[src/rtl/module_result_display.sv]
// Result display stage: latches quotient/remainder, converts both to BCD with a
// sequential double-dabble and drives a 4-digit multiplexed 7-segment display.
module module_result_display #(
  parameter int unsigned REFRESH_DIV = 50000,
  parameter int unsigned BLANK_LZ    = 1
) (
  input  logic       clk,
  input  logic       rst_n,
  input  logic [3:0] Q,
  input  logic [4:0] R,
  input  logic       valid,
  output logic       busy,
  output logic [3:0] an,
  output logic [6:0] seg
);

  localparam int unsigned OP_W      = 5;
  localparam int unsigned BCD_W     = 8;
  localparam int unsigned DIG_W     = 4;
  localparam int unsigned NUM_DIG   = 4;
  localparam int unsigned STEP_W    = 3;
  localparam int unsigned STEP_LAST = OP_W - 1;
  localparam int unsigned IDX_W     = 2;
  localparam int unsigned SEG_W     = 7;
  localparam int unsigned CNT_W     = (REFRESH_DIV > 1) ? $clog2(REFRESH_DIV) : 1;

  localparam logic [DIG_W-1:0] BLANK     = 4'hF;
  localparam logic [SEG_W-1:0] SEG_BLANK = 7'h7F;

  typedef enum logic {
    IDLE = 1'b0,
    CONV = 1'b1
  } state_t;

  state_t                          state_q, state_d;
  logic [OP_W-1:0]                 q_sh_q, q_sh_d;
  logic [OP_W-1:0]                 r_sh_q, r_sh_d;
  logic [BCD_W-1:0]                q_bcd_q, q_bcd_d;
  logic [BCD_W-1:0]                r_bcd_q, r_bcd_d;
  logic [STEP_W-1:0]               step_q, step_d;
  logic                            busy_q, busy_d;
  logic [NUM_DIG-1:0][DIG_W-1:0]   dig_q, dig_d;
  logic [CNT_W-1:0]                cnt_q, cnt_d;
  logic [IDX_W-1:0]                idx_q, idx_d;
  logic [NUM_DIG-1:0]              an_q, an_d;
  logic [SEG_W-1:0]                seg_q, seg_d;

  // One double-dabble step: correct nibbles >= 5, then shift in the next bit.
  function automatic logic [BCD_W-1:0] dd_step(input logic [BCD_W-1:0] bcd,
                                               input logic             in_bit);
    logic [BCD_W-1:0] adj;
    adj = bcd;
    if (bcd[3:0] >= 4'd5) adj[3:0] = bcd[3:0] + 4'd3;
    if (bcd[7:4] >= 4'd5) adj[7:4] = bcd[7:4] + 4'd3;
    return {adj[BCD_W-2:0], in_bit};
  endfunction

  function automatic logic [DIG_W-1:0] tens_code(input logic [DIG_W-1:0] t);
    logic [DIG_W-1:0] code;
    code = t;
    if ((t == 4'd0) && (BLANK_LZ != 0)) code = BLANK;
    return code;
  endfunction

  function automatic logic [SEG_W-1:0] decode(input logic [DIG_W-1:0] d);
    logic [SEG_W-1:0] s;
    case (d)
      4'd0:    s = 7'h40;
      4'd1:    s = 7'h79;
      4'd2:    s = 7'h24;
      4'd3:    s = 7'h30;
      4'd4:    s = 7'h19;
      4'd5:    s = 7'h12;
      4'd6:    s = 7'h02;
      4'd7:    s = 7'h78;
      4'd8:    s = 7'h00;
      4'd9:    s = 7'h10;
      default: s = SEG_BLANK;
    endcase
    return s;
  endfunction

  // Conversion FSM: capture on valid, five dabble steps, then commit digits.
  always_comb begin
    state_d = state_q;
    q_sh_d  = q_sh_q;
    r_sh_d  = r_sh_q;
    q_bcd_d = q_bcd_q;
    r_bcd_d = r_bcd_q;
    step_d  = step_q;
    busy_d  = 1'b0;
    dig_d   = dig_q;

    case (state_q)
      IDLE: begin
        if (valid) begin
          q_sh_d  = {1'b0, Q};
          r_sh_d  = R;
          q_bcd_d = '0;
          r_bcd_d = '0;
          step_d  = '0;
          busy_d  = 1'b1;
          state_d = CONV;
        end
      end
      CONV: begin
        q_bcd_d = dd_step(q_bcd_q, q_sh_q[OP_W-1]);
        r_bcd_d = dd_step(r_bcd_q, r_sh_q[OP_W-1]);
        q_sh_d  = {q_sh_q[OP_W-2:0], 1'b0};
        r_sh_d  = {r_sh_q[OP_W-2:0], 1'b0};
        step_d  = step_q + STEP_W'(1);
        busy_d  = 1'b1;
        if (step_q == STEP_W'(STEP_LAST)) begin
          dig_d[3] = tens_code(q_bcd_d[7:4]);
          dig_d[2] = q_bcd_d[3:0];
          dig_d[1] = tens_code(r_bcd_d[7:4]);
          dig_d[0] = r_bcd_d[3:0];
          busy_d   = 1'b0;
          state_d  = IDLE;
        end
      end
      default: state_d = IDLE;
    endcase
  end

  // Free-running digit scan; decoding uses the digit values committed this edge.
  always_comb begin
    cnt_d = cnt_q + CNT_W'(1);
    idx_d = idx_q;
    if (cnt_q == CNT_W'(REFRESH_DIV - 1)) begin
      cnt_d = '0;
      idx_d = idx_q + IDX_W'(1);
    end
    an_d  = ~(NUM_DIG'(1) << idx_d);
    seg_d = decode(dig_d[idx_d]);
  end

  always_ff @(posedge clk or negedge rst_n) begin
    if (!rst_n) begin
      state_q <= IDLE;
      q_sh_q  <= '0;
      r_sh_q  <= '0;
      q_bcd_q <= '0;
      r_bcd_q <= '0;
      step_q  <= '0;
      busy_q  <= 1'b0;
      dig_q   <= {NUM_DIG{BLANK}};
      cnt_q   <= '0;
      idx_q   <= '0;
      an_q    <= 4'b1110;
      seg_q   <= SEG_BLANK;
    end else begin
      state_q <= state_d;
      q_sh_q  <= q_sh_d;
      r_sh_q  <= r_sh_d;
      q_bcd_q <= q_bcd_d;
      r_bcd_q <= r_bcd_d;
      step_q  <= step_d;
      busy_q  <= busy_d;
      dig_q   <= dig_d;
      cnt_q   <= cnt_d;
      idx_q   <= idx_d;
      an_q    <= an_d;
      seg_q   <= seg_d;
    end
  end

  assign busy = busy_q;
  assign an   = an_q;
  assign seg  = seg_q;

endmodule
[config.mk]
export PLATFORM = sky130hd
export DESIGN_NAME = module_result_display
export DESIGN_NICKNAME = d
export VERILOG_FILES = /design/src/rtl/module_result_display.sv
export SDC_FILE = /design/constraint.sdc
export NUM_CORES = 1
export LEC_CHECK = 0
export CORE_ASPECT_RATIO = 0.8
export CORE_MARGIN = 3
export CORE_UTILIZATION = 40
export DETAILED_ROUTE_END_ITERATION = 7
export GPL_ROUTABILITY_DRIVEN = 0
export PLACE_DENSITY = 0.6
export SYNTH_ARGS = -nofsm -noshare
export SYNTH_HDL_FRONTEND = slang
export SYNTH_SLANG_ARGS = --single-unit
[constraint.sdc]
create_clock -name clk -period 2.9 [get_ports clk]
set_input_delay 0.435 -clock clk [delete_from_list [all_inputs] [get_ports clk]]
set_output_delay 0.435 -clock clk [all_outputs]
set_load 0.01 [all_outputs]
==> flow_summary.toml <==
[critical_path]
cp_top_family = "simple AND/OR/NAND/NOR gates"
worstSetupStartpoint = "q_bcd_q[4]$_DFFE_PN0P_"
endpoint_kind = "register"
rr_startpoint = "q_bcd_q[4]$_DFFE_PN0P_"
worstSetupPathType = "register to register"
path_buf_inv = 1
crit_slowest_cell = "dfrtp_1"
slowest_delay_ns = 0.43
path_max_fanout = 5
worstPathCellList = "ha_1 -> nand2b_1 -> a21oi_2 -> mux2i_1 -> buf_4 -> or3_1 -> nand3_1 -> mux2i_1 -> a21o_1 -> ha_1 -> nor3_2 -> a21o_1 -> a22oi_1"
worst_ep_required_time_ns = 3.15
critical_path_arrival_ns = 2.97
startpoint_type = "register"

[grt]
grt_max_degree = 76
grt_pass1_wl_um = 13800
gr-usage-all-layers_pct = 16.1
grt_pass1_vias = 2756
grt_overflow = 0
antenna_found_initial = 0

[clocking]
htree_levels = 3
cts.sinks = 75
clk_latency_ns = 0.34
cts_buffers = 9
cts_tree = "yes"
cts_root_buf = "clkbuf_16"
clk_pin_slew_ns = 0.06
cts_buffer_depth = 2

[sta]
skew_ns = 0.00753
fmax_mhz = 367
slew_headroom_pct = 34.5
drv_slew = 0
hold_viol_final = 0
setup_viol_count_final = 0
fin_crit_ns = 2.72
worst_pin_slew_ns = 0.980
worst_slack_ns = 0.175
post-route-period-util_pct = 94.0
rsz0062_at_grt = "yes"

[pwr]
cellLeakagePower_nw = 2.09
cellPowerDensity_nw_per_um2 = 1120
irDropWorstVdd_uv = 429

[detailed_routing]
highest_layer = "met4"
dr_wl_met3_um = 409
final_antenna_net_count = 0
drtIter0Drc = 148
drtPass1Iterations = 4
met2_length_um = 3660
route.detailed.drc = 0
m1WireLength_um = 4100
wl_um = 8280
num_vias = 2947
via_per_inst = 5.28
post_drt_wl_per_cell_um = 14.8

[yosys]
synth.avg_cell_area_um2 = 9.77
synthArstFlopShare_pct = 100
synth_edf_count = 0
yosysTopAreaCell = "dfrtp_1"
synthTopCellsByArea = "dfrtp_1 (31%), dfstp_2 (17%), nand2_1 (6.1%)"
ys.flop_type = "dfrtp_1"
syn_inst = 403
seq_area_frac_synth_pct = 48.5
netlist_area_um2 = 3940
synth_nets = 431
yosys.area.top_type_share_pct = 31.1
synth_cell_types = 58
synth_seq_cells = 75
yosysWarnings = 0

[final_layout]
drive_gt1_share_pct = 22.3
nets = 466
antenna_cells = 0
final_cells = 558
area_delta_synth_final_pct = 22.3

[die]
core_um2 = 9310
die_h_um = 94.8
num_rows = 31
die_x_um = 117
num_io_pins = 24
initial_core_util_pct = 42.3
die_area_um2 = 11100

[run_status]
status = "finished, final reports clean"

[place]
portBuffers = 23
dpl.cell_count = 535
dp_hpwl_um = 5530
dp_slack_ns = -0.0534

[run]
max_cap_viol_count = 0

[worst_hold_path]
hp-class = "input port to asynchronous set/reset pin"
==> cells by family (layout without fill, tap and decap cells) <==
logic type,after synthesis,count (layout),synth area share [%]
multiplexers,17,17,4.51
adder cells (fa/ha/maj),16,16,5.08
AND/OR/NAND/NOR,154,154,19.5
AO/OA/AOI/OAI,85,85,14.1
XOR/XNOR,19,19,4.22
flip-flops,75,75,48.5
buffers and inverters,37,77,4.16
==> cell usage after synthesis (5+ instances only) <==
master    count
xnor2_1      15
mux2i_1      14
a21oi_1      12
nor2_1       28
dfrtp_1      49
nor3_1        7
ha_1         16
o21ai_0      28
o22ai_1       7
nand2b_1      7
clkbuf_1     10
o31ai_1       5
nand3_1      11
dfstp_2      26
buf_2         5
and3_1        7
inv_1        16
nand2_1      64
==> cell type report <==
cell class              instances  area (um2)
fillers                       841        4490
inverters                      17        63.8
repair buffers                 44         385
flip-flops and latches         75        1910
clock inverters                 4        95.1
well taps                     115         144
clock buffers                  12         267
multi-input cells             291        1950
==> state kept, by name, indices dropped and copies added (netlist names) <==
name     cells
r_bcd_q      8
cnt_q       16
dig_q       16
q_sh_q       5
an           4
q_bcd_q      8
busy         1
step_q       3
seg          7
idx_q        2
r_sh_q       5
==> report_power, final <==
part / leakage (nW) / internal, W / total, W / switching, W
combinational: 1.01 / 0.00108 / 0.00234 / 0.00126
sequential: 0.906 / 0.00150 / 0.00169 / 0.000196
clock: 0.179 / 0.000909 / 0.00134 / 0.000431
total: 2.09 / 0.00348 / 0.00537 / 0.00189
==> cell usage in the layout (no fill, tap or decap), types with 4 or more instances in the layout <==
master	instances
inv_2	4
ha_1	12
o21ai_1	7
nand3_1	11
xnor2_1	15
nand2b_1	6
a22oi_1	4
o31ai_1	5
a21oi_1	10
nor3_1	6
nor2_1	28
o21ai_0	24
nand2_1	64
o22ai_1	7
clkbuf_16	9
clkdlybuf4s50_1	22
inv_1	13
xor2_1	4
dfstp_2	26
mux2i_1	14
or3_1	4
and3_1	6
dfrtp_1	49
buf_4	22
==> worst reg2reg max path, delay by kind of cell, from the launching register on <==
kind / cells / cell delay [ns]
fa+ha+maj: 2 / 0.43
flops: 1 / 0.43
mux: 2 / 0.20
compound gates: 4 / 0.63
buf+inv: 1 / 0.16
simple gates: 4 / 0.78
==> layer usage <==
layer / track usage [%] / up-vias
met1: 23.0 / 1422
met5: 0 / -
li1: - / 1459
met4: 5.44 / 0
met3: 5.00 / 8
met2: 23.2 / 58
==> through the flow <==
| step | hold slack (ns) | total power (W) | TNS (ns) | util [%] | instance area, um2 |
|---|---|---|---|---|---|
| detailed placement | 0.475 | 0.00383 | -0.0858 | 46.4 | 4320 |
| finish | 0.240 | 0.00537 | 0 | 51.7 | 4820 |
| floorplan | 0.139 | 0.00321 | 0 | - | 3940 |
| global route | 0.315 | 0.00576 | -0.0496 | 51.7 | 4820 |
| CTS | 0.287 | 0.00522 | 0 | 50.4 | 4690 |
| global placement | 0.464 | 0.00377 | 0 | 46.4 | 4320 |
==> what timing repair did <==
action | 4_1_cts | 5_1_grt
pin swaps | 1 | 4
endpoints found under the setup margin | 4 | 7
resized for setup | 1 | 27
setup buffers | 1 | 6
hold buffers | 0 | 0
==> worst paths after layout <==
kind,endpoint,slack [ns],depth (start not counted)
worst max register to register,seg[3]$_DFF_PN1_,0.18,13
min in group clk,cnt_q[0]$_DFF_PN0_,0.48,1
worst min register to register,cnt_q[0]$_DFF_PN0_,0.48,1
worst max-delay path,seg[3]$_DFF_PN1_,0.18,13
max in group asynchronous,cnt_q[15]$_DFF_PN0_,2.05,1
worst min-delay path,r_bcd_q[7]$_DFFE_PN0P_,0.24,1
Power figures use the tool's default switching activity.
